`config.mk`:
```
export PLATFORM = sky130hd
export DESIGN_NAME = mem_wb_skid_flat
export DESIGN_NICKNAME = d
export VERILOG_FILES = /design/src/rtl/mem_wb_skid_if.sv /design/src/rtl/mem_wb_skid.sv /design/src/flat_wrapper.sv
export SDC_FILE = /design/constraint.sdc
export NUM_CORES = 1
export LEC_CHECK = 0
export CORE_MARGIN = 4
export CORE_UTILIZATION = 45
export DETAILED_ROUTE_END_ITERATION = 10
export GPL_TIMING_DRIVEN = 0
export MAX_ROUTING_LAYER = met4
export PLACE_DENSITY = 0.76
export REMOVE_ABC_BUFFERS = 1
export SYNTH_ARGS = -nofsm -noshare
export SYNTH_HDL_FRONTEND = slang
export SYNTH_SLANG_ARGS = --single-unit
```
`constraint.sdc`:
```
create_clock -name clk -period 2 [get_ports clk]
set_input_delay 0.6 -clock clk [delete_from_list [all_inputs] [get_ports clk]]
set_output_delay 0.6 -clock clk [all_outputs]
set_load 0.005 [all_outputs]
```
`src/rtl/mem_wb_skid_if.sv`:
```
// ---------------------------------------------------------------------------
// mem_wb_skid_if
// Handshake bundle between MEM, the MEM->WB skid stage and WB.
//   in_*   : MEM -> stage request (valid/ready, addr, we, data)
//   out_*  : stage -> WB request (valid/ready, addr, we, data)
//   fwd_*  : bypass lookup, present only when MEM_WB_FWD_EN is defined
// Modports:
//   slave  : the pipeline stage itself
//   master : the surrounding pipeline (MEM producer, WB consumer, bypass user)
// ---------------------------------------------------------------------------
interface mem_wb_skid_if #(
  parameter int DATA_W = 32,
  parameter int ADDR_W = 5
);
  logic              in_valid;
  logic              in_ready;
  logic [ADDR_W-1:0] in_addr;
  logic              in_we;
  logic [DATA_W-1:0] in_data;

  logic              out_valid;
  logic              out_ready;
  logic [ADDR_W-1:0] out_addr;
  logic              out_we;
  logic [DATA_W-1:0] out_data;

`ifdef MEM_WB_FWD_EN
  logic [ADDR_W-1:0] fwd_addr;
  logic              fwd_hit;
  logic [DATA_W-1:0] fwd_data;

  modport slave (
    input  in_valid, in_addr, in_we, in_data, out_ready, fwd_addr,
    output in_ready, out_valid, out_addr, out_we, out_data, fwd_hit, fwd_data
  );
  modport master (
    output in_valid, in_addr, in_we, in_data, out_ready, fwd_addr,
    input  in_ready, out_valid, out_addr, out_we, out_data, fwd_hit, fwd_data
  );
`else
  modport slave (
    input  in_valid, in_addr, in_we, in_data, out_ready,
    output in_ready, out_valid, out_addr, out_we, out_data
  );
  modport master (
    output in_valid, in_addr, in_we, in_data, out_ready,
    input  in_ready, out_valid, out_addr, out_we, out_data
  );
`endif
endinterface

```
`src/rtl/mem_wb_skid.sv`:
```
// ---------------------------------------------------------------------------
// mem_wb_skid
// MEM->WB pipeline stage built as a two-entry skid buffer. One register-file
// write request per entry; in_ready is taken straight from a state register so
// WB back-pressure never reaches MEM combinationally.
// Ports:
//   clk    : rising-edge clock
//   rst    : asynchronous reset, active-low
//   flush  : synchronous; drops both held entries and the current input
//   bus    : mem_wb_skid_if.slave (in_*, out_*, optional fwd_*)
// Optional feature macro: MEM_WB_FWD_EN adds a combinational bypass lookup
// (fwd_addr -> fwd_hit/fwd_data) over the held entries, youngest first.
// ---------------------------------------------------------------------------
module mem_wb_skid #(
  parameter int DATA_W = 32,
  parameter int ADDR_W = 5
) (
  input  logic               clk,
  input  logic               rst,
  input  logic               flush,
  mem_wb_skid_if.slave       bus
);

  // Bit 1 alone marks FULL, so in_ready is a direct register bit.
  typedef enum logic [1:0] {
    EMPTY = 2'b00,
    ONE   = 2'b01,
    FULL  = 2'b10
  } state_e;

  state_e            state_q, state_d;

  logic [ADDR_W-1:0] main_addr_q, main_addr_d;
  logic              main_we_q,   main_we_d;
  logic [DATA_W-1:0] main_data_q, main_data_d;
  logic [ADDR_W-1:0] skid_addr_q, skid_addr_d;
  logic              skid_we_q,   skid_we_d;
  logic [DATA_W-1:0] skid_data_q, skid_data_d;

  logic main_vld;
  logic skid_vld;
  logic in_ready;
  logic out_valid;
  logic in_fire;
  logic out_fire;

  assign in_fire  = bus.in_valid & in_ready;
  assign out_fire = out_valid & bus.out_ready;

  // State register
  always_ff @(posedge clk or negedge rst) begin
    if (!rst) state_q <= EMPTY;
    else      state_q <= state_d;
  end

  // Next-state logic; flush overrides every transition
  always_comb begin
    state_d = state_q;
    if (flush) begin
      state_d = EMPTY;
    end else begin
      unique case (state_q)
        EMPTY: if (in_fire) state_d = ONE;
        ONE: begin
          if (in_fire && !out_fire)      state_d = FULL;
          else if (!in_fire && out_fire) state_d = EMPTY;
        end
        FULL:    if (out_fire) state_d = ONE;
        default: state_d = EMPTY;
      endcase
    end
  end

  // Output decode
  always_comb begin
    main_vld  = (state_q == ONE) || (state_q == FULL);
    skid_vld  = state_q[1];
    in_ready  = ~state_q[1];
    out_valid = main_vld;
  end

  // Entry payload next-state. Payload is left untouched on flush so the
  // outputs keep their last value; only the state clears.
  always_comb begin
    main_addr_d = main_addr_q;
    main_we_d   = main_we_q;
    main_data_d = main_data_q;
    skid_addr_d = skid_addr_q;
    skid_we_d   = skid_we_q;
    skid_data_d = skid_data_q;
    if (!flush) begin
      if (in_fire && (state_q == EMPTY || (state_q == ONE && out_fire))) begin
        main_addr_d = bus.in_addr;
        main_we_d   = bus.in_we;
        main_data_d = bus.in_data;
      end else if (state_q == FULL && out_fire) begin
        main_addr_d = skid_addr_q;
        main_we_d   = skid_we_q;
        main_data_d = skid_data_q;
      end
      if (in_fire && state_q == ONE && !out_fire) begin
        skid_addr_d = bus.in_addr;
        skid_we_d   = bus.in_we;
        skid_data_d = bus.in_data;
      end
    end
  end

  always_ff @(posedge clk or negedge rst) begin
    if (!rst) begin
      main_addr_q <= '0;
      main_we_q   <= 1'b0;
      main_data_q <= '0;
      skid_addr_q <= '0;
      skid_we_q   <= 1'b0;
      skid_data_q <= '0;
    end else begin
      main_addr_q <= main_addr_d;
      main_we_q   <= main_we_d;
      main_data_q <= main_data_d;
      skid_addr_q <= skid_addr_d;
      skid_we_q   <= skid_we_d;
      skid_data_q <= skid_data_d;
    end
  end

  assign bus.in_ready  = in_ready;
  assign bus.out_valid = out_valid;
  assign bus.out_addr  = main_addr_q;
  assign bus.out_data  = main_data_q;
  // x0 and we=0 entries travel as valid bubbles with the write masked here
  assign bus.out_we    = main_we_q & out_valid & (main_addr_q != '0);

`ifdef MEM_WB_FWD_EN
  logic skid_hit;
  logic main_hit;

  // Skid holds the younger request, so it wins when both match
  always_comb begin
    skid_hit     = !flush && skid_vld && skid_we_q && (bus.fwd_addr != '0) &&
                   (skid_addr_q == bus.fwd_addr);
    main_hit     = !flush && main_vld && main_we_q && (bus.fwd_addr != '0) &&
                   (main_addr_q == bus.fwd_addr);
    bus.fwd_hit  = skid_hit | main_hit;
    bus.fwd_data = '0;
    if (skid_hit)      bus.fwd_data = skid_data_q;
    else if (main_hit) bus.fwd_data = main_data_q;
  end
`endif

endmodule

```
`src/flat_wrapper.sv`:
```
// flat-port wrapper written by rule: the top's interface ports become plain ports
module mem_wb_skid_flat 
#(
  parameter int DATA_W = 32,
  parameter int ADDR_W = 5
)
  (clk, rst, flush, bus_in_valid, bus_in_addr, bus_in_we, bus_in_data, bus_out_ready, bus_in_ready, bus_out_valid, bus_out_addr, bus_out_we, bus_out_data);
  mem_wb_skid_if #(.DATA_W(DATA_W), .ADDR_W(ADDR_W)) bus_i ();
  input  logic clk;
  input  logic rst;
  input  logic flush;
  input wire logic [$bits(bus_i.in_valid)-1:0] bus_in_valid;
  input wire logic [$bits(bus_i.in_addr)-1:0] bus_in_addr;
  input wire logic [$bits(bus_i.in_we)-1:0] bus_in_we;
  input wire logic [$bits(bus_i.in_data)-1:0] bus_in_data;
  input wire logic [$bits(bus_i.out_ready)-1:0] bus_out_ready;
  output wire logic [$bits(bus_i.in_ready)-1:0] bus_in_ready;
  output wire logic [$bits(bus_i.out_valid)-1:0] bus_out_valid;
  output wire logic [$bits(bus_i.out_addr)-1:0] bus_out_addr;
  output wire logic [$bits(bus_i.out_we)-1:0] bus_out_we;
  output wire logic [$bits(bus_i.out_data)-1:0] bus_out_data;
  assign bus_i.in_valid = bus_in_valid;
  assign bus_i.in_addr = bus_in_addr;
  assign bus_i.in_we = bus_in_we;
  assign bus_i.in_data = bus_in_data;
  assign bus_i.out_ready = bus_out_ready;
  assign bus_in_ready = bus_i.in_ready;
  assign bus_out_valid = bus_i.out_valid;
  assign bus_out_addr = bus_i.out_addr;
  assign bus_out_we = bus_i.out_we;
  assign bus_out_data = bus_i.out_data;
  mem_wb_skid #(.DATA_W(DATA_W), .ADDR_W(ADDR_W)) u_core (.clk(clk), .rst(rst), .flush(flush), .bus(bus_i));
endmodule
```
# == Word level (Yosys, flattened, before mapping) ==
# Index checks and enable logic that the tools add are counted.
# totals
ff_bits,78
inputBits,43
out_inout_bits,40
elab_cells,47
# classes
n_eq_ne,5
mux,12
bitwise_logic,6
n_reduce_logical,17
# op_table
operator,count
32-bit 2-to-1 mux,2
2-bit 2-to-1 mux,5
5-bit 2-to-1 mux,2
1-bit logical AND,7
3-bit by 2-bit != test with 1-bit output (second input constant),2
2-bit one-hot mux with 3 select lines,1
5-bit nonzero test,1
1-bit AND,4
4-bit by 2-bit != test with 1-bit output (second input constant),1
2-bit AND reduction,2
3-bit AND reduction,1
2-bit by 1-bit equality test with 1-bit output (second input constant),1
2-bit equality test (second input constant),1
1-bit logical NOT,2
2-bit logical NOT,1
1-bit logical OR,2
1-bit 2-to-1 mux,2
1-bit NOT,2
2-bit nonzero test,1

# == Depth between registers and ports, before layout ==
# logic_depth
depth_word,8
ltp_mapped,8

# == Worst setup path before layout ==
# Ideal clock, no wire load.
# synth_path
path_type,flip-flop to flip-flop
start,register u_core.state_q[1]
end,register u_core.state_q[1]
t_arrival_ns,1.892
slack_ns,0.030
stages_incl_launch_ff,8
path_buffers,0
synth_period_minus_slack_ns,1.970
cell_sequence,dfrtp_1 > inv_1 > ha_1 > nand2_1 > ha_1 > a222oi_1 > nand4b_1 > a21oi_1
# synth_between
elab_cells_between_ends,18
cone_classes,eq/ne: 5; mux: 3; bitwise: 3; reduce/logical: 7
# synth_lines
item,line,source
from (decl),mem_wb_skid.sv:31,"state_e state_q, state_d;"
from (signal assigned),mem_wb_skid.sv:53,else state_q <= state_d;
1-bit NOT (*),mem_wb_skid.sv:78,in_ready = ~state_q[1];
net bus_in_ready,flat_wrapper.sv:17,output wire logic [$bits(bus_i.in_ready)-1:0] bus_in_ready;
1-bit AND (*),mem_wb_skid.sv:47,assign in_fire = bus.in_valid & in_ready;
1-bit logical AND or 1-bit logical NOT (tied branches),"mem_wb_skid.sv:65, mem_wb_skid.sv:66",
2-bit 2-to-1 mux or 1-bit logical AND (tied branches),"mem_wb_skid.sv:65, mem_wb_skid.sv:66",
2-bit one-hot mux with 3 select lines or 4-bit by 2-bit != test with 1-bit output (tied branches),n/a,
2-bit 2-to-1 mux or 3-bit AND reduction (tied branches),n/a,
# The timed path passes the listed nets; every way through them passes the cells marked *.
# A chain may end at the register's enable or synchronous reset.

# == Worst setup path in the final report ==
# layout_path
start,"register u_core.main_addr_q[3], in the netlist u_core.bus.out_addr[3]"
end,output bus_out_we
# layout_between
elab_chain_len,2
# layout_lines
item,line,source
from (decl),mem_wb_skid.sv:33,"logic [ADDR_W-1:0] main_addr_q, main_addr_d;"
from (signal assigned),mem_wb_skid.sv:118,main_addr_q <= main_addr_d;
5-bit nonzero test,mem_wb_skid.sv:132,assign bus.out_we = main_we_q & out_valid & (main_addr_q != '0);
1-bit AND,mem_wb_skid.sv:132,
to (decl),flat_wrapper.sv:20,output wire logic [$bits(bus_i.out_we)-1:0] bus_out_we;
# No other way between the ends.

==> qor.txt <==
Initial antenna violation count = 0
Max Clk Rate = 0.470 GHz
Sum of buffers and inverters on the critical path = 1
CTS Sinks = 78
Pleak = 2.04 nW
Post-DP HPWL = 5120 µm
Core Box Area = 7370 µm²
DR WL/cell = 19.3 µm
# rows = 31
Die extent in x = 95.8 µm
Mean Syn Cell Area = 14.6 µm²
Top cells by area, synth = dfrtp_1 56%, o22a_1 19%, mux2_4 8.7%
Synth unique cells = 26
Total grt overflow = 0
Die area = 9180 µm²
PortBufs = 82
Drt total wl = 8440 µm
Placement Cell Area = 4430 µm²
Critical-path cell list = or3_1 > o311a_1 > buf_2
Clock buffers created by TritonCTS = 9
Worst skew pair latency = 0.34 ns
Inst Count DP = 405
Number of DRC markers in iteration 0 = 83
Die height = 95.8 µm
Proportion of layout cells with a drive suffix above 1 = 27.4%
Worst-Margin Slew = 0.526 ns
Root Buffer = clkbuf_8
Htree depth = 3
Final Non-Filler Cells = 438
Final Max Tran Viols = 0
Synth top area share = 56.3%
Leading cell type in the layout, fill and taps excluded = dfrtp_1
Setup WS post-layout = -0.126 ns
Worst-path clk slew = 0.08 ns
Arr. time, crit path = 1.53 ns
Failing checks = setup timing
Area leader, netlist = dfrtp_1
First-pass GRT wire length = 12,900 µm
Final setup vio count = 1
Worst Setup End Kind = primary output
CTS tree = yes
# nets final = 383
Routed vias/inst = 5.56
Vias in the first global route = 2,655
Final Cell Area = 4890 µm²
Final Hold Fails = 0
CP top delay family = flip-flops
Pre-antenna DRT Iters = 4
GPL Wtd Cong = 0.723
Worst Hold Class = primary input to asynchronous set/reset pin
Pin count of the biggest net entering global routing = 43
Setup crit start kind = flop
Cell area after synthesis = 3470 µm²
ANT cells = 0
Syn. warnings = 0
Worst path required time = 1.40 ns
Area delta synth->final = 40.9%
Fin crit share = 106%
Total of max-cap violations = 0
# DRC = 0
Tmin final = 2.13 ns
Most frequent cells in the layout = 78 x dfrtp_1, 76 x o22a_1, 73 x clkdlybuf4s50_1, 20 x mux2_4, 18 x mux2_2
Status = finished, violations left
GRT Resource Usage Total = 18.9%
FF+latch count, synth = 78
Worst Clk Skew = 0.00617 ns
Final ANT Viol Nets = 0
Synth Instances = 238
Worst VDD drop = 0.000663 V
I/O pins = 83
Starting Density = 47.1%
CP max-delay cell = dfrtp_1
PD cells = 1480 nW/µm²
Crit Path Class = flop to primary output
Hold Buf Count CTS = 0
DR vias = 2,434
Maximum fanout along the worst path = 2
Register area share after synthesis = 56.3%
Slowest Stage Delay on Critical Path = 0.40 ns
Pre-CTS WS = -0.826 ns
Slew HR = 64.9%
RSZ-0062 raised after global routing = true
Longest Clk Path Bufs = 2
[layer usage]
metal | global-route usage (%) | wire length [µm] | vias to the layer above
met2 | 31.2 | 4190 | 59
li1 | - | - | 1106
met3 | 3.21 | 344 | 8
met5 | - | 0 | -
met4 | 6.04 | 71 | 0
met1 | 23.8 | 3830 | 1261
[stage by stage]
step	setup TNS (ns)	utilization (%)	hold WS (ns)	total power, mW
global route	-0.333	66.3	0.259	7.66
floorplan	-74.09	-	0.304	4.16
finish	-0.126	66.3	0.238	7.25
global placement	-403.70	57.9	0.488	5.35
detailed placement	-45.80	60.1	0.493	5.55
CTS	-0.116	65.1	0.244	7.17
[registers in the layout, indices dropped and copies added, names as in the netlist]
register,flops
u_core.bus.out_addr,5
u_core.main_we_q,1
u_core.state_q,2
u_core.bus.out_data,32
u_core.skid_addr_q,5
u_core.skid_we_q,1
u_core.skid_data_q,32
[power by group]
group	internal, mW	switching (mW)
Combinational	2.00	1.04
Clock	0.855	0.541
Sequential	2.36	0.447
Total	5.22	2.03
[repair_timing]
action | CTS | global route
setup endpoints to repair | 68 | 34
endpoints found under the hold margin | 0 | 0
buffers inserted | 12 | 4
gates cloned | 1 | 2
gates resized for setup | 12 | 17
pin swaps | 5 | 6
[cell type report]
cell class	count	area, µm²
fill	546	2480
tap	99	124
timing repair buffer	106	1110
sequential	78	1950
multi-input combinational	137	1450
clock inverter	4	95.1
inverter	3	16.3
clock buffer	11	141
[synth_stat cells (all sizes together)]
cell    count
a21oi       3
o21bai      1
or3         1
inv         3
mux2       38
clkbuf      5
ha          5
buf        16
o311a       1
nor2        1
nand2b      2
o21ai       1
nand2       2
dfrtp      78
o22a       76
nand4b      2
and3        1
xnor2       1
a222oi      1
[logic make-up (layout without fill, tap and decap cells)]
logic type / after synthesis / count (layout) / share of synthesized area, %
AOI/OAI and AO/OA: 83 / 84 / 20.9
xor gates and xnor gates: 1 / 1 / 0.253
adders and majority gates: 5 / 5 / 1.80
buffers and inverters: 24 / 124 / 4.51
DFF: 78 / 78 / 56.3
muxes: 38 / 38 / 14.5
and+or+nand+nor: 9 / 9 / 1.77
[worst paths after layout]
check / to / slack (ns) / cells past startpoint / start
max in group asynchronous: u_core.skid_data_q[21]$_DFFE_PN0P_ / 1.17 / 2 / rst
hold / removal: u_core.skid_data_q[27]$_DFFE_PN0P_ / 0.24 / 1 / rst
setup / recovery: bus_out_we / -0.13 / 3 / u_core.bus.out_addr[3]$_DFFE_PN0P_
hold reg to reg: u_core.bus.out_data[24]$_DFFE_PN0P_ / 0.51 / 1 / u_core.bus.out_data[24]$_DFFE_PN0P_
setup reg to reg: u_core.bus.out_data[16]$_DFFE_PN0P_ / 0.06 / 9 / u_core.state_q[0]$_DFFE_PN0P_
min in group clk: u_core.bus.out_data[24]$_DFFE_PN0P_ / 0.51 / 1 / u_core.bus.out_data[24]$_DFFE_PN0P_
(Power assumes the default switching activity.)
